**config.mk**
```make
export PLATFORM = sky130hd
export DESIGN_NAME = decode_issue_ctrl
export DESIGN_NICKNAME = d
export VERILOG_FILES = /design/src/rtl/decode_issue_ctrl.sv
export SDC_FILE = /design/constraint.sdc
export NUM_CORES = 1
export LEC_CHECK = 0
export BUFFER_PORTS_ARGS = -buffer_cell sky130_fd_sc_hd__buf_2
export CAP_MARGIN = 30
export CORE_MARGIN = 2
export CORE_UTILIZATION = 43
export DETAILED_ROUTE_END_ITERATION = 10
export PLACE_DENSITY = 0.76
export SYNTH_ARGS = -nofsm -noshare
export SYNTH_HDL_FRONTEND = slang
export SYNTH_SLANG_ARGS = --single-unit
export TNS_END_PERCENT = 30
```
**constraint.sdc**
```tcl
create_clock -name clk -period 3 [get_ports clk]
set_clock_uncertainty 0.05 [all_clocks]
set_input_delay 0.15 -clock clk [delete_from_list [all_inputs] [get_ports clk]]
set_output_delay 0.15 -clock clk [all_outputs]
set_load 0.01 [all_outputs]
```
**src/rtl/decode_issue_ctrl.sv**
```systemverilog
// Decode-stage sequencing controller: IF/ID register, load-use bubble insertion,
// valid/ready issue to EX, and flush handling.
module decode_issue_ctrl #(
    parameter logic [4:0] OP_LOAD     = 5'b00000,
    parameter int         STALL_CNT_W = 16
) (
    input  logic                   clk,
    input  logic                   rst,
    input  logic                   in_valid,
    output logic                   in_ready,
    input  logic [31:0]            in_inst,
    input  logic [31:0]            in_pc,
    output logic                   out_valid,
    input  logic                   out_ready,
    output logic [31:0]            out_inst,
    output logic [31:0]            out_pc,
    input  logic [4:0]             id_opcode,
    input  logic [4:0]             id_rs1,
    input  logic [4:0]             id_rs2,
    input  logic [4:0]             id_rd,
    input  logic                   flush,
    output logic                   stall,
    output logic [STALL_CNT_W-1:0] stall_cnt
);

    typedef enum logic [1:0] {
        S_EMPTY,
        S_READY,
        S_STALL
    } state_e;

    localparam logic [31:0] NOP_INST = 32'h0000_0013;

    // Returns {uses_rs2, uses_rs1} for a decoded opcode.
    function automatic logic [1:0] src_use(input logic [4:0] op);
        case (op)
            5'b00100, 5'b00000, 5'b11001: src_use = 2'b01;
            5'b01100, 5'b01000, 5'b11000: src_use = 2'b11;
            default:                      src_use = 2'b00;
        endcase
    endfunction

    function automatic logic load_use(
        input logic       valid,
        input logic [4:0] op,
        input logic [4:0] rs1,
        input logic [4:0] rs2,
        input logic       eload,
        input logic [4:0] erd
    );
        logic [1:0] u;
        u = src_use(op);
        load_use = valid & eload & (erd != 5'd0) &
                   ((u[0] & (rs1 == erd)) | (u[1] & (rs2 == erd)));
    endfunction

    state_e                 state_q,     state_d;
    logic [31:0]            inst_q,      inst_d;
    logic [31:0]            pc_q,        pc_d;
    logic                   ex_load_q,   ex_load_d;
    logic [4:0]             ex_rd_q,     ex_rd_d;
    logic [STALL_CNT_W-1:0] stall_cnt_q, stall_cnt_d;

    logic id_valid, id_valid_d, hazard, fire, accept;

    assign id_valid  = (state_q != S_EMPTY);
    assign out_inst  = inst_q;
    assign out_pc    = pc_q;
    assign stall_cnt = stall_cnt_q;

    always_comb begin
        // NOTE: every always_comb output is given a default first so no path can infer a latch.
        state_d     = state_q;
        inst_d      = inst_q;
        pc_d        = pc_q;
        ex_load_d   = ex_load_q;
        ex_rd_d     = ex_rd_q;
        stall_cnt_d = stall_cnt_q;
        id_valid_d  = id_valid;

        hazard    = load_use(id_valid, id_opcode, id_rs1, id_rs2, ex_load_q, ex_rd_q);
        out_valid = id_valid & ~hazard & ~flush;
        stall     = id_valid & hazard & ~flush;
        fire      = out_valid & out_ready;
        in_ready  = ~flush & (~id_valid | fire);
        accept    = in_valid & in_ready;

        if (accept) begin
            inst_d     = in_inst;
            pc_d       = in_pc;
            id_valid_d = 1'b1;
        end else if (fire) begin
            id_valid_d = 1'b0;
        end

        if (flush) begin
            id_valid_d = 1'b0;
            ex_load_d  = 1'b0;
        end else if (out_ready) begin
            if (fire) begin
                ex_load_d = (id_opcode == OP_LOAD);
                ex_rd_d   = id_rd;
            end else begin
                ex_load_d = 1'b0;
            end
        end

        if (stall && out_ready && (stall_cnt_q != {STALL_CNT_W{1'b1}}))
            stall_cnt_d = stall_cnt_q + {{(STALL_CNT_W-1){1'b0}}, 1'b1};

        // Next state classifies the instruction held next cycle against the next EX tracking.
        if (!id_valid_d)
            state_d = S_EMPTY;
        else if (accept ? load_use(1'b1, in_inst[6:2], in_inst[19:15], in_inst[24:20],
                                   ex_load_d, ex_rd_d)
                        : load_use(1'b1, id_opcode, id_rs1, id_rs2, ex_load_d, ex_rd_d))
            state_d = S_STALL;
        else
            state_d = S_READY;
    end

    // NOTE: sequential state uses non-blocking assignments so all flops update from pre-edge values.
    always_ff @(posedge clk or posedge rst) begin
        if (rst) begin
            state_q     <= S_EMPTY;
            inst_q      <= NOP_INST;
            pc_q        <= 32'd0;
            ex_load_q   <= 1'b0;
            ex_rd_q     <= 5'd0;
            stall_cnt_q <= '0;
        end else begin
            state_q     <= state_d;
            inst_q      <= inst_d;
            pc_q        <= pc_d;
            ex_load_q   <= ex_load_d;
            ex_rd_q     <= ex_rd_d;
            stall_cnt_q <= stall_cnt_d;
        end
    end

endmodule

```
==> report_table.html, run 1 <==
<table>
<tr><th>Metric</th><th>Value</th></tr>
<tr><th colspan="2">Synthesis</th></tr>
<tr><td>Largest cells by area after synthesis</td><td>sky130_fd_sc_hd__dfrtp_1 54%, sky130_fd_sc_hd__mux2_2 18%, sky130_fd_sc_hd__xor2_1 5.1%, sky130_fd_sc_hd__xnor2_1 4.9%, sky130_fd_sc_hd__dfstp_2 2.0%</td></tr>
<tr><td>Post-synthesis instance total</td><td>slightly above 300</td></tr>
<tr><td>Dominant cell type by area after synthesis</td><td>sky130_fd_sc_hd__dfrtp_1</td></tr>
<tr><td>Total of flip-flops plus latches after synthesis</td><td>a little under 90</td></tr>
<tr><td>Share of async-settable or async-resettable flops after synthesis</td><td>between 90% and 100%</td></tr>
<tr><td>Number of different library cells in the post-synthesis netlist</td><td>36</td></tr>
<tr><td>Post-synth top area share</td><td>53.6%</td></tr>
<tr><td>Top flip-flop cell by instance count after synthesis</td><td>sky130_fd_sc_hd__dfrtp_1</td></tr>
<tr><td>Post-Syn Nets</td><td>395</td></tr>
<tr><td>Synthesized area per cell</td><td>between 10 and 15 µm²</td></tr>
<tr><td>Post-Syn Area</td><td>about 4000 µm²</td></tr>
<tr><td>Number of warnings printed during yosys synthesis</td><td>0</td></tr>
<tr><td>Sequential fraction of the synthesis area</td><td>a little under three fifths</td></tr>
<tr><td>EDFF count, synth</td><td>0</td></tr>
<tr><th colspan="2">Worst setup path</th></tr>
<tr><td>Arrival time reported for the critical path endpoint</td><td>between 3000 and 4000 ps</td></tr>
<tr><td>Type of the worst setup path</td><td>reg -&gt; reg</td></tr>
<tr><td>Largest fanout on the critical path</td><td>6</td></tr>
<tr><td>Source of the worst register-to-register timing path</td><td>ex_rd_q[0]$_DFF_PP0_</td></tr>
<tr><td>Worst reg-to-reg path cell count</td><td>12</td></tr>
<tr><td>CP Launch Point</td><td>ex_rd_q[0]$_DFF_PP0_</td></tr>
<tr><td>Kind of end point of the critical path</td><td>flop</td></tr>
<tr><td>Kind of launch point of the worst setup path</td><td>flop</td></tr>
<tr><td>Required time at the worst-slack endpoint</td><td>approximately 3200 ps</td></tr>
<tr><th colspan="2">STA</th></tr>
<tr><td>Fmax</td><td>336 MHz</td></tr>
<tr><td>Rel. slew slack</td><td>between 60 and 70%</td></tr>
<tr><td>Final cycle utilization of the critical path</td><td>between 90% and 100%</td></tr>
<tr><td>Final number of hold-violating endpoints</td><td>0</td></tr>
<tr><td>Final slew viol count</td><td>0</td></tr>
<tr><td>Measured slew at the worst slew-check pin</td><td>around 590 ps</td></tr>
<tr><td>Hold slack final</td><td>~23 ps</td></tr>
<tr><td>Finish-stage setup viols</td><td>0</td></tr>
<tr><td>Slack of the critical path</td><td>22.1 ps</td></tr>
<tr><td>Setup repair after global routing missed its margin</td><td>true</td></tr>
<tr><td>Post-route minimum period</td><td>between 2000 and 3000 ps</td></tr>
<tr><th colspan="2">Routing</th></tr>
<tr><td>Violation count after the first detailed-route iteration</td><td>approximately 110</td></tr>
<tr><td>Detailed-routing iteration count for the pre-antenna-repair pass</td><td>4</td></tr>
<tr><td>Routed Wire Length</td><td>roughly 11000 µm</td></tr>
<tr><td>Post-DR wirelength/cell</td><td>between 15 and 20 µm</td></tr>
<tr><td>Total number of vias</td><td>roughly 3400</td></tr>
<tr><td>Vias per std cell</td><td>about 5.0</td></tr>
<tr><td>Antenna-violating nets left</td><td>0</td></tr>
<tr><td>Number of remaining DRC errors</td><td>0</td></tr>
<tr><th colspan="2">Hold path</th></tr>
<tr><td>Min-Delay Path Depth</td><td>2</td></tr>
<tr><td>Class of the most critical hold timing path</td><td>in -&gt; reg</td></tr>
<tr><td>Worst Hold Launch</td><td>in_inst[4]</td></tr>
<tr><th colspan="2">Pwr</th></tr>
<tr><td>Power per cell area</td><td>535 nW/µm²</td></tr>
<tr><td>Largest voltage drop on the vdd net</td><td>approximately 370 µV</td></tr>
<tr><td>Leak Pwr</td><td>0.00287 µW</td></tr>
<tr><th colspan="2">Global routing</th></tr>
<tr><td>Met3 usage</td><td>roughly 4.2%</td></tr>
<tr><td>Total grt overflow</td><td>0</td></tr>
<tr><td>First-pass GRT wire length</td><td>17100 µm</td></tr>
<tr><td>Initial antenna violation count</td><td>0</td></tr>
<tr><td>Met1 track utilization from global routing</td><td>26.3%</td></tr>
<tr><td>Maximum number of pins on one net before global-route repair</td><td>45</td></tr>
<tr><td>Global-route usage over all layers</td><td>about 22%</td></tr>
<tr><td>GR peak layer</td><td>met2</td></tr>
<tr><td>Via count of the first global-routing pass</td><td>~3500</td></tr>
<tr><td>Met2 track demand over resource in global routing</td><td>39.0%</td></tr>
<tr><th colspan="2">Clock tree</th></tr>
<tr><td>Clock Latency Late Sink</td><td>350 ps</td></tr>
<tr><td>CTS tree</td><td>yes</td></tr>
<tr><td>Number of buffers created by CTS</td><td>9</td></tr>
<tr><td>Root buf cell</td><td>sky130_fd_sc_hd__clkbuf_8</td></tr>
<tr><td>Clock transition at the registers of the reported paths</td><td>90 ps</td></tr>
<tr><td>Max Buffers Root-to-Sink</td><td>2</td></tr>
<tr><td>Clock Sinks</td><td>88</td></tr>
<tr><td>Depth of the CTS H-tree</td><td>3</td></tr>
<tr><th colspan="2">Run</th></tr>
<tr><td>Max-cap violations</td><td>0</td></tr>
<tr><th colspan="2">Cells and area</th></tr>
<tr><td>Layout net count</td><td>652</td></tr>
<tr><td>Filler Cell Count</td><td>681</td></tr>
<tr><td>Footprint of the flip-flops and latches</td><td>~2200 µm²</td></tr>
<tr><td>Share of cells above drive strength 1</td><td>52.5%</td></tr>
<tr><td>Area taken by multi-input logic gates</td><td>between 1500 and 2000 µm²</td></tr>
<tr><td>Layout Utilization</td><td>65.9%</td></tr>
<tr><td>Final antenna diode count</td><td>0</td></tr>
<tr><td>Synthesis-to-layout area growth</td><td>51.4%</td></tr>
<tr><th colspan="2">Placed design</th></tr>
<tr><td>Post-placement setup slack</td><td>-118 ps</td></tr>
<tr><td>Detailed placement HPWL</td><td>around 7700 µm</td></tr>
<tr><td>Routability cong.</td><td>0.871</td></tr>
<tr><td>Count of input and output buffers</td><td>171</td></tr>
<tr><th colspan="2">Outcome</th></tr>
<tr><td>Result of the run</td><td>complete, no violations</td></tr>
<tr><th colspan="2">Floorplan</th></tr>
<tr><td>Num ports</td><td>roughly 170</td></tr>
<tr><td>Die ar.</td><td>between 10000 and 15000 µm²</td></tr>
<tr><td>Die Y</td><td>between 100 and 150 µm</td></tr>
<tr><td>Starting density of the core</td><td>43.6%</td></tr>
<tr><td>Core area</td><td>9110 µm²</td></tr>
<tr><td>Width of the die</td><td>about 100 µm</td></tr>
<tr><td>Number of rows created at floorplan</td><td>35</td></tr>
</table>
==> cell families after synthesis <==
kind of cell | count (synthesis) | synth area share, %
and+or+nand+nor | 66 | 9.11
AOI/OAI and AO/OA | 27 | 5.17
muxes | 65 | 18.4
DFF | 88 | 55.6
buffers and inverters | 13 | 1.42
adders and majority gates | 1 | 0.315
xor gates and xnor gates | 45 | 9.93
==> metal layers <==
metal	part of all wire [%]	routed length, µm	vias to the layer above
met5	0	0	-
met4	1.9	209	0
met3	5.2	582	21
met2	53	5940	132
met1	40	4420	1656
li1	-	-	1590
==> final cells by class <==
| cell class | instances | area share, % |
|---|---|---|
| flip-flops and latches | 88 | 36.7 |
| inverters | 5 | 0.333 |
| well taps | 111 | 2.31 |
| repair buffers | 254 | 27.5 |
| clock buffers | 9 | 2.06 |
| clock inverters | 6 | 1.54 |
| multi-input cells | 204 | 29.5 |
==> worst max-delay path, stage by stage, from the launching register on <==
cell and delay, ps:
sky130_fd_sc_hd__dfrtp_1 380, sky130_fd_sc_hd__or4_1 510, sky130_fd_sc_hd__nor2_1 110, sky130_fd_sc_hd__and4bb_4 210
sky130_fd_sc_hd__buf_6 120, sky130_fd_sc_hd__o211ai_1 120, sky130_fd_sc_hd__o211ai_4 130, sky130_fd_sc_hd__buf_6 140
sky130_fd_sc_hd__xor2_1 130, sky130_fd_sc_hd__or4_1 490, sky130_fd_sc_hd__nor3_2 200, sky130_fd_sc_hd__a311o_2 150
sky130_fd_sc_hd__and4b_1 180
==> synthesized netlist by cell type (3+ instances only) <==
cell	count
sky130_fd_sc_hd__inv_1	5
sky130_fd_sc_hd__or4_1	3
sky130_fd_sc_hd__nor3_1	5
sky130_fd_sc_hd__xor2_1	23
sky130_fd_sc_hd__nand3_1	9
sky130_fd_sc_hd__dfstp_2	3
sky130_fd_sc_hd__o211ai_1	5
sky130_fd_sc_hd__nor2_1	15
sky130_fd_sc_hd__o21ai_0	7
sky130_fd_sc_hd__a21oi_1	4
sky130_fd_sc_hd__mux2_2	65
sky130_fd_sc_hd__o211ai_2	5
sky130_fd_sc_hd__buf_2	6
sky130_fd_sc_hd__dfrtp_1	85
sky130_fd_sc_hd__nand4_1	6
sky130_fd_sc_hd__nand2_1	12
sky130_fd_sc_hd__xnor2_1	22
==> worst paths after layout <==
path / end / slack, ps
max: state_q[1]$_DFF_PP0_ / 20
min: out_inst[4]$_DFFE_PP1P_ / 20
max reg2reg: state_q[1]$_DFF_PP0_ / 20
min reg2reg: stall_cnt[6]$_DFFE_PP0P_ / 440
max in group asynchronous: state_q[1]$_DFF_PP0_ / 1920
min in group asynchronous: out_pc[10]$_DFFE_PP0P_ / 370
==> cell usage in the layout (no fill, tap or decap), drive strengths merged, types with 2 or more instances in the layout <==
cell type    instances
nor3                 7
clkinv               3
o21a                 2
nand3b               2
nand4                6
or4                  3
dfstp                3
nor2                15
nand3                9
nor4                 2
dfrtp               85
xor2                23
a21oi                4
dlygate4sd3         55
nand2b               2
o21ai                7
buf                199
mux2                65
clkbuf               9
xnor2               22
o211ai              10
nand2               12
bufinv               2
inv                  5
==> per-stage QoR <==
stage	power [µW]	TNS, ps	std cells	area (µm²)
final	3210	0	677	6010
after global routing	3360	-44.1	677	6010
after CTS	3200	0	672	5940
after detailed placement	2230	-200	601	5160
after global placement	2200	-38.1	600	5140
after floorplan	1870	0	305	4010
==> what timing repair did <==
item / CTS / global route
setup endpoints to repair: 2 / 2
pin swaps: 2 / 13
hold buffers: 55 / 0
resized for setup: 2 / 6
buffers inserted: 1 / 5
endpoints found under the hold margin: 82 / 0
==> registers in the layout (all words and copies together) (netlist names) <==
signal / cells
ex_load_q: 1
ex_rd_q: 5
out_inst: 32
out_pc: 32
stall_cnt: 16
state_q: 2
==> where the power goes <==
part | total [µW] | switching, µW | internal [µW]
combinational | 865 | 401 | 464
clock | 900 | 430 | 471
sequential | 1450 | 91.3 | 1350
total | 3210 | 922 | 2290
(Power assumes the default switching activity.)
==> run 2, diff against run 1 <==
Settings changed: CORE_UTILIZATION 43 to 40, PLACE_DENSITY 0.76 to 0.72.
==> run 2 against run 1 <==
Compared with the run above: sequential power about the same; via count decreased by 0.15%; power shrank 0.76%; the flow now finishes with violations (setup timing); die area increased by 7.2%; utilization is 3.7 points lower; final cell count grew 3.0%; global-route usage decreased by 0.51 points; fmax down 0.98%; design area up 0.33%; critical path depth is the same; worst hold slack got worse by 0.77 ps; sequential share of layout area decreased by 0.12 points; critical path type unchanged; largest cell class unchanged.
==> report_table.html, run 2 (same netlist as run 1, synthesis figures left out) <==
<table>
<tr><th>Metric</th><th>Value</th></tr>
<tr><th colspan="2">Cells and area</th></tr>
<tr><td>Most common cell after layout, fill and taps aside</td><td>sky130_fd_sc_hd__buf_2</td></tr>
<tr><td>Layout Utilization</td><td>62.2% (-3.7 points)</td></tr>
<tr><td>Filler Cell Count</td><td>774 (+14%)</td></tr>
<tr><td>Share of cells above drive strength 1</td><td>53.0% (+0.54 points)</td></tr>
<tr><td>Synthesis-to-layout area growth</td><td>51.9%</td></tr>
<tr><td>Post-route non-filler standard cell count</td><td>697 (+3.0%)</td></tr>
<tr><td>Most frequent cells in the layout</td><td>171 x sky130_fd_sc_hd__buf_2, 85 x sky130_fd_sc_hd__dfrtp_1, 65 x sky130_fd_sc_hd__mux2_2</td></tr>
<tr><td>Layout net count</td><td>649 (-0.46%)</td></tr>
<tr><td>Final antenna diode count</td><td>0 (unchanged)</td></tr>
<tr><th colspan="2">Outcome</th></tr>
<tr><td>Result of the run</td><td>complete, but fails checks</td></tr>
<tr><td>Violations in the final reports</td><td>setup timing</td></tr>
<tr><th colspan="2">Pwr</th></tr>
<tr><td>Power per cell area</td><td>529 nW/µm² (-1.1%)</td></tr>
<tr><td>Overall Power</td><td>3190 µW (-0.76%)</td></tr>
<tr><td>Clk pwr share</td><td>27.4% (-0.6 points)</td></tr>
<tr><td>Pint</td><td>2290 µW (+0.12%)</td></tr>
<tr><td>Relative contribution of combinational cells to total power</td><td>27.3% (+0.4 points)</td></tr>
<tr><td>Leak Pwr</td><td>0.00288 µW (about the same)</td></tr>
<tr><td>Reported net switching power</td><td>894 µW (-3.0%)</td></tr>
<tr><td>Sequential fraction of design power</td><td>45.3% (+0.3 points)</td></tr>
<tr><td>Switching Share</td><td>28.1% (-0.63 points)</td></tr>
<tr><td>Largest voltage drop on the vdd net</td><td>314 µV (-14%)</td></tr>
<tr><th colspan="2">Clock tree</th></tr>
<tr><td>Number of buffers created by CTS</td><td>9 (unchanged)</td></tr>
<tr><td>Clock Latency Late Sink</td><td>340 ps (about the same)</td></tr>
<tr><td>Root buf cell</td><td>sky130_fd_sc_hd__clkbuf_8</td></tr>
<tr><td>Depth of the CTS H-tree</td><td>3 (unchanged)</td></tr>
<tr><td>CTS tree</td><td>yes</td></tr>
<tr><td>Clock transition at the registers of the reported paths</td><td>80 ps (about the same)</td></tr>
<tr><td>Max Buffers Root-to-Sink</td><td>2 (unchanged)</td></tr>
<tr><td>Clock Sinks</td><td>88 (unchanged)</td></tr>
<tr><th colspan="2">Global routing</th></tr>
<tr><td>Total grt overflow</td><td>0 (unchanged)</td></tr>
<tr><td>Via count of the first global-routing pass</td><td>3628 (+4.1%)</td></tr>
<tr><td>Maximum number of pins on one net before global-route repair</td><td>46 (+2.2%)</td></tr>
<tr><td>Initial antenna violation count</td><td>0 (unchanged)</td></tr>
<tr><td>Global-route usage over all layers</td><td>21.2% (-0.51 points)</td></tr>
<tr><td>First-pass GRT wire length</td><td>18200 µm (+6.5%)</td></tr>
<tr><th colspan="2">STA</th></tr>
<tr><td>Post-route minimum period</td><td>3010 ps (+29.6 ps)</td></tr>
<tr><td>Hold slack final</td><td>21.7 ps (-0.769 ps)</td></tr>
<tr><td>Slack of the critical path</td><td>-7.54 ps (-29.6 ps)</td></tr>
<tr><td>Final slew viol count</td><td>0 (unchanged)</td></tr>
<tr><td>Final cycle utilization of the critical path</td><td>100% (+0.99 points)</td></tr>
<tr><td>Measured slew at the worst slew-check pin</td><td>521 ps (-68.2 ps)</td></tr>
<tr><td>Finish-stage setup viols</td><td>1 (+1)</td></tr>
<tr><td>Final number of hold-violating endpoints</td><td>0 (unchanged)</td></tr>
<tr><td>Rel. slew slack</td><td>65.2% (+4.6 points)</td></tr>
<tr><td>Fmax</td><td>332 MHz (-0.98%)</td></tr>
<tr><td>Total negative slack</td><td>-7.54 ps (-7.54 ps)</td></tr>
<tr><td>Setup repair after global routing missed its margin</td><td>true</td></tr>
<tr><th colspan="2">Worst setup path</th></tr>
<tr><td>Type of the worst setup path</td><td>reg -&gt; reg</td></tr>
<tr><td>Kind of launch point of the worst setup path</td><td>flop</td></tr>
<tr><td>Kind of end point of the critical path</td><td>flop</td></tr>
<tr><td>Required time at the worst-slack endpoint</td><td>3230 ps (about the same)</td></tr>
<tr><td>Arrival time reported for the critical path endpoint</td><td>3230 ps (+20 ps)</td></tr>
<tr><td>Cell chain of the critical path</td><td>or4_4 &gt; nor2_4 &gt; and4bb_4 &gt; buf_6 &gt; o211ai_1 &gt; o211ai_4 &gt; buf_6 &gt; xor2_1 &gt; or4_4 &gt; nor3_4 &gt; a311o_2 &gt; and4b_1</td></tr>
<tr><td>Highest cell delay on the worst timing path</td><td>550 ps (+40 ps)</td></tr>
<tr><td>Largest fanout on the critical path</td><td>6 (unchanged)</td></tr>
<tr><td>Cell type of the slowest stage on the worst timing path</td><td>sky130_fd_sc_hd__or4_4</td></tr>
<tr><th colspan="2">Hold path</th></tr>
<tr><td>Class of the most critical hold timing path</td><td>in -&gt; reg</td></tr>
<tr><th colspan="2">Floorplan</th></tr>
<tr><td>Die ar.</td><td>10700 µm² (+7.2%)</td></tr>
<tr><td>Starting density of the core</td><td>41.0% (-2.6 points)</td></tr>
<tr><td>Num ports</td><td>172 (unchanged)</td></tr>
<tr><td>Number of rows created at floorplan</td><td>36 (+2.9%)</td></tr>
<tr><td>Core area</td><td>9680 µm² (+6.3%)</td></tr>
<tr><td>Die Y</td><td>104 µm (+3.5%)</td></tr>
<tr><td>Width of the die</td><td>104 µm (+3.5%)</td></tr>
<tr><th colspan="2">Placed design</th></tr>
<tr><td>Routability cong.</td><td>0.851 (-2.3%)</td></tr>
<tr><td>Count of input and output buffers</td><td>171 (unchanged)</td></tr>
<tr><td>Total instance count after detailed placement</td><td>622 (+3.5%)</td></tr>
<tr><td>Detailed placement HPWL</td><td>7760 µm (+0.56%)</td></tr>
<tr><th colspan="2">Routing</th></tr>
<tr><td>Violation count after the first detailed-route iteration</td><td>121 (+7.1%)</td></tr>
<tr><td>Antenna-violating nets left</td><td>0 (unchanged)</td></tr>
<tr><td>Detailed-routing iteration count for the pre-antenna-repair pass</td><td>4 (unchanged)</td></tr>
<tr><td>Routed Wire Length</td><td>11300 µm (+0.91%)</td></tr>
<tr><td>Total number of vias</td><td>3394 (-0.15%)</td></tr>
<tr><td>Post-DR wirelength/cell</td><td>16.2 µm (-2.0%)</td></tr>
<tr><td>Vias per std cell</td><td>4.87 (-3.0%)</td></tr>
<tr><td>Number of remaining DRC errors</td><td>0 (unchanged)</td></tr>
<tr><th colspan="2">Run</th></tr>
<tr><td>Max-cap violations</td><td>0 (unchanged)</td></tr>
</table>
==> run 2: cell count changes in the layout (fill, tap and decap cells not counted), moves of 2 or more <==
cell,before,now
sky130_fd_sc_hd__buf_4,23,21
sky130_fd_sc_hd__clkbuf_1,0,2
sky130_fd_sc_hd__or4_1,3,1
sky130_fd_sc_hd__or4_4,0,2
sky130_fd_sc_hd__xnor2_1,22,20
sky130_fd_sc_hd__xnor2_2,0,2
==> run 2: worst max-delay path, delay by kind of cell (launching register included) <==
family | cells | cell delay [ps]
AOI/OAI and AO/OA | 3 | 400
xor gates and xnor gates | 1 | 130
buffers and inverters | 2 | 280
DFF | 1 | 380
and+or+nand+nor | 6 | 1690
==> run 2: power groups by stage <==
stage	clock, µW	sequential, µW	combinational, µW
3_5_place_dp	0	1460	761
3_3_place_gp	0	1450	747
6_report	874	1440	869
4_1_cts	895	1440	830
2_1_floorplan	0	1540	329
5_1_grt	952	1470	931
==> run 2: path summary, 6_finish.rpt <==
kind	from	to	slack (ps)	cells after the start
min	in_inst[20]	out_inst[20]$_DFFE_PP0P_	20	2
max	ex_rd_q[2]$_DFF_PP0_	state_q[1]$_DFF_PP0_	-8	12
max in group asynchronous	rst	stall_cnt[1]$_DFFE_PP0P_	1720	4
max reg2reg	ex_rd_q[2]$_DFF_PP0_	state_q[1]$_DFF_PP0_	-8	12
min reg2reg	stall_cnt[6]$_DFFE_PP0P_	stall_cnt[6]$_DFFE_PP0P_	450	1
min in group asynchronous	rst	out_pc[18]$_DFFE_PP0P_	320	3
==> run 2: layer usage <==
layer | part of all wire [%] | up-vias | wire (µm) | global-route usage (%)
li1 | - | 1582 | - | -
met1 | 40 | 1665 | 4500 | 25.6
met2 | 52 | 128 | 5830 | 37.0
met3 | 6.1 | 19 | 690 | 4.91
met4 | 2.1 | 0 | 239 | 7.82
met5 | 0 | - | 0 | 0
==> run 2: timing repair <==
item | CTS | global route
setup endpoints to repair | 2 | 59
buffers inserted | 2 | 3
hold buffers | 53 | 1
endpoints found under the hold margin | 79 | 1
pin swaps | 13 | 11
gates resized for setup | 5 | 10
==> run 2: through the flow <==
step,setup WS [ps],instance area (µm²)
3_5_place_dp,-102,5170
5_1_grt,-83.0,6030
6_report,-7.54,6030
4_1_cts,2.98,5950
2_1_floorplan,19.9,4010
3_3_place_gp,-11.1,5170
==> run 2: cell type report <==
| type | instances | area, µm² | area share (%) |
|---|---|---|---|
| clock buffer | 11 | 131 | 2.18 |
| clock inverter | 5 | 81.3 | 1.35 |
| inverter | 5 | 20.0 | 0.332 |
| multi-input combinational | 204 | 1800 | 29.9 |
| sequential | 88 | 2210 | 36.6 |
| tap | 133 | 166 | 2.76 |
| timing repair buffer | 251 | 1620 | 26.9 |
==> run 3, diff against run 2 <==
Settings changed: REMOVE_ABC_BUFFERS set to 1.
==> run 3 against run 2 <==
Compared with the run above: the flow now finishes without violations; sequential power is essentially flat; power fell by 1.4%; highest routed layer unchanged; clock power fell by 3.2%; flip-flop and latch count is the same; final cell count down 0.86%; critical path depth fell by 1; largest power group unchanged; first-iteration DRC count decreased by 4.1%; utilization fell by 0.83 points; critical path type unchanged; combinational power decreased by 2%; non-clock buffer count shrank 6.
==> report_table.html, run 3 (same netlist as run 1, synthesis figures left out) <==
<table>
<tr><th>Metric</th><th>Value</th></tr>
<tr><th colspan="2">Outcome</th></tr>
<tr><td>Result of the run</td><td>complete, no violations</td></tr>
<tr><th colspan="2">Routing</th></tr>
<tr><td>Detailed-routing iteration count for the pre-antenna-repair pass</td><td>4 (unchanged)</td></tr>
<tr><td>Post-DR wirelength/cell</td><td>16.4 µm (+1.6%)</td></tr>
<tr><td>Number of remaining DRC errors</td><td>0 (unchanged)</td></tr>
<tr><td>Routed Wire Length</td><td>11300 µm (+0.69%)</td></tr>
<tr><td>Violation count after the first detailed-route iteration</td><td>116 (-4.1%)</td></tr>
<tr><td>Vias per std cell</td><td>4.93 (+1.2%)</td></tr>
<tr><td>Total number of vias</td><td>3405 (+0.32%)</td></tr>
<tr><td>Antenna-violating nets left</td><td>0 (unchanged)</td></tr>
<tr><th colspan="2">Placed design</th></tr>
<tr><td>Routability cong.</td><td>0.909 (+6.9%)</td></tr>
<tr><td>Count of input and output buffers</td><td>171 (unchanged)</td></tr>
<tr><td>Post-placement setup slack</td><td>-107 ps (-4.85 ps)</td></tr>
<tr><td>Detailed placement HPWL</td><td>7660 µm (-1.3%)</td></tr>
<tr><th colspan="2">Clock tree</th></tr>
<tr><td>Number of buffers created by CTS</td><td>9 (unchanged)</td></tr>
<tr><td>CTS tree</td><td>yes</td></tr>
<tr><td>Depth of the CTS H-tree</td><td>3 (unchanged)</td></tr>
<tr><td>Clock Latency Late Sink</td><td>340 ps (about the same)</td></tr>
<tr><td>Max Buffers Root-to-Sink</td><td>2 (unchanged)</td></tr>
<tr><td>Clock transition at the registers of the reported paths</td><td>90 ps (about the same)</td></tr>
<tr><td>Root buf cell</td><td>sky130_fd_sc_hd__clkbuf_8</td></tr>
<tr><td>Clock Sinks</td><td>88 (unchanged)</td></tr>
<tr><th colspan="2">STA</th></tr>
<tr><td>Fmax</td><td>338 MHz (+1.7%)</td></tr>
<tr><td>Post-route minimum period</td><td>2960 ps (-51.2 ps)</td></tr>
<tr><td>Measured slew at the worst slew-check pin</td><td>666 ps (+145 ps)</td></tr>
<tr><td>Final number of hold-violating endpoints</td><td>0 (unchanged)</td></tr>
<tr><td>Finish-stage setup viols</td><td>0 (-1)</td></tr>
<tr><td>Final cycle utilization of the critical path</td><td>98.5% (-1.7 points)</td></tr>
<tr><td>Final slew viol count</td><td>0 (unchanged)</td></tr>
<tr><td>Hold slack final</td><td>22.9 ps (+1.13 ps)</td></tr>
<tr><td>Rel. slew slack</td><td>55.6% (-9.6 points)</td></tr>
<tr><td>Setup repair after global routing missed its margin</td><td>true</td></tr>
<tr><td>Total negative slack</td><td>0 ps (+7.54 ps)</td></tr>
<tr><td>Slack of the critical path</td><td>43.7 ps (+51.2 ps)</td></tr>
<tr><th colspan="2">Global routing</th></tr>
<tr><td>Maximum number of pins on one net before global-route repair</td><td>53 (+15%)</td></tr>
<tr><td>Initial antenna violation count</td><td>0 (unchanged)</td></tr>
<tr><td>Via count of the first global-routing pass</td><td>3733 (+2.9%)</td></tr>
<tr><td>Total grt overflow</td><td>0 (unchanged)</td></tr>
<tr><td>Global-route usage over all layers</td><td>21.4% (+0.24 points)</td></tr>
<tr><td>First-pass GRT wire length</td><td>18400 µm (+1.2%)</td></tr>
<tr><th colspan="2">Cells and area</th></tr>
<tr><td>Final antenna diode count</td><td>0 (unchanged)</td></tr>
<tr><td>Most frequent cells in the layout</td><td>171 x sky130_fd_sc_hd__buf_2, 85 x sky130_fd_sc_hd__dfrtp_1, 65 x sky130_fd_sc_hd__mux2_2</td></tr>
<tr><td>Most common cell after layout, fill and taps aside</td><td>sky130_fd_sc_hd__buf_2</td></tr>
<tr><td>Synthesis-to-layout area growth</td><td>49.9%</td></tr>
<tr><td>Share of cells above drive strength 1</td><td>52.2% (-0.86 points)</td></tr>
<tr><td>Layout net count</td><td>643 (-0.92%)</td></tr>
<tr><th colspan="2">Pwr</th></tr>
<tr><td>Power per cell area</td><td>528 nW/µm² (about the same)</td></tr>
<tr><td>Largest voltage drop on the vdd net</td><td>375 µV (+19%)</td></tr>
<tr><td>Leak Pwr</td><td>0.00284 µW (-1.3%)</td></tr>
<tr><th colspan="2">Floorplan</th></tr>
<tr><td>Starting density of the core</td><td>41.0% (unchanged)</td></tr>
<tr><td>Width of the die</td><td>104 µm (unchanged)</td></tr>
<tr><td>Number of rows created at floorplan</td><td>36 (unchanged)</td></tr>
<tr><td>Core area</td><td>9680 µm² (unchanged)</td></tr>
<tr><td>Die ar.</td><td>10700 µm² (unchanged)</td></tr>
<tr><td>Die Y</td><td>104 µm (unchanged)</td></tr>
<tr><td>Num ports</td><td>172 (unchanged)</td></tr>
<tr><th colspan="2">Worst setup path</th></tr>
<tr><td>Kind of launch point of the worst setup path</td><td>flop</td></tr>
<tr><td>Largest fanout on the critical path</td><td>7 (+1)</td></tr>
<tr><td>Arrival time reported for the critical path endpoint</td><td>3190 ps (-40 ps)</td></tr>
<tr><td>Kind of end point of the critical path</td><td>flop</td></tr>
<tr><td>Type of the worst setup path</td><td>reg -&gt; reg</td></tr>
<tr><td>Required time at the worst-slack endpoint</td><td>3230 ps (about the same)</td></tr>
<tr><th colspan="2">Hold path</th></tr>
<tr><td>Class of the most critical hold timing path</td><td>in -&gt; reg</td></tr>
<tr><th colspan="2">Run</th></tr>
<tr><td>Max-cap violations</td><td>0 (unchanged)</td></tr>
</table>
==> run 3: cell count changes in the layout (fill, tap and decap cells not counted), sizes merged <==
cell | before | now
clkbuf | 11 | 10
inv | 4 | 6
buf | 197 | 191
clkinvlp | 1 | 0
clkinv | 3 | 4
bufinv | 2 | 1
==> run 3: what timing repair did <==
item | in CTS | in global routing
endpoints found under the hold margin | 89 | 0
buffers inserted | 1 | 2
hold buffers | 54 | 0
endpoints found under the setup margin | 2 | 2
pin swaps | 1 | 14
resized for setup | 5 | 7
==> run 3: layer usage <==
metal | GRT usage [%] | vias to the layer above | wire [µm]
met2 | 35.8 | 142 | 5620
li1 | - | 1580 | -
met3 | 7.30 | 17 | 917
met4 | 8.11 | 0 | 183
met5 | 0 | - | 0
met1 | 25.7 | 1666 | 4610
==> run 3: area by class of cell <==
cell class / instances / area, µm²
Fill cell: 745 / 3740
Sequential cell: 88 / 2210
Multi-Input combinational cell: 204 / 1770
Timing Repair Buffer: 245 / 1580
Tap cell: 133 / 166
Clock buffer: 10 / 138
Clock inverter: 6 / 66.3
Inverter: 5 / 20.0
==> run 3: report_power, final <==
part / internal [µW] / switching [µW] / total (µW)
registers: 1350 / 89.4 / 1440
logic: 450 / 402 / 851
clock network: 413 / 434 / 846
total: 2220 / 925 / 3140
==> run 3: worst max-delay path: stages (launching register included) <==
cell                       delay (ps)
sky130_fd_sc_hd__dfrtp_1          390
sky130_fd_sc_hd__or4_1            540
sky130_fd_sc_hd__nor2_1           120
sky130_fd_sc_hd__and4bb_4         230
sky130_fd_sc_hd__o21a_4           180
sky130_fd_sc_hd__o211ai_4         240
sky130_fd_sc_hd__buf_6            160
sky130_fd_sc_hd__xor2_1            60
sky130_fd_sc_hd__or4_1            440
sky130_fd_sc_hd__nor3_2           130
sky130_fd_sc_hd__a311o_2          160
sky130_fd_sc_hd__and4b_1          200
==> run 3: path summary, 6_finish.rpt <==
path	startpoint	endpoint	slack, ps	cells after the start
max	ex_rd_q[3]$_DFF_PP0_	state_q[1]$_DFF_PP0_	40	11
min	in_inst[6]	out_inst[6]$_DFFE_PP0P_	20	2
max reg2reg	ex_rd_q[3]$_DFF_PP0_	state_q[1]$_DFF_PP0_	40	11
min reg2reg	stall_cnt[12]$_DFFE_PP0P_	stall_cnt[12]$_DFFE_PP0P_	450	1
max in group asynchronous	rst	out_inst[1]$_DFFE_PP1P_	1760	4
min in group asynchronous	rst	out_inst[29]$_DFFE_PP0P_	390	3
==> run 3: metrics by stage <==
| step | total power [µW] | cells | cell area (µm²) | utilization (%) |
|---|---|---|---|---|
| after floorplan | 1850 | 297 | 3930 | - |
| final | 3140 | 691 | 5950 | 61.4 |
| after global placement | 2190 | 618 | 5110 | 52.7 |
| after global routing | 3300 | 691 | 5950 | 61.4 |
| after CTS | 3130 | 689 | 5890 | 60.9 |
| after detailed placement | 2220 | 618 | 5110 | 52.7 |
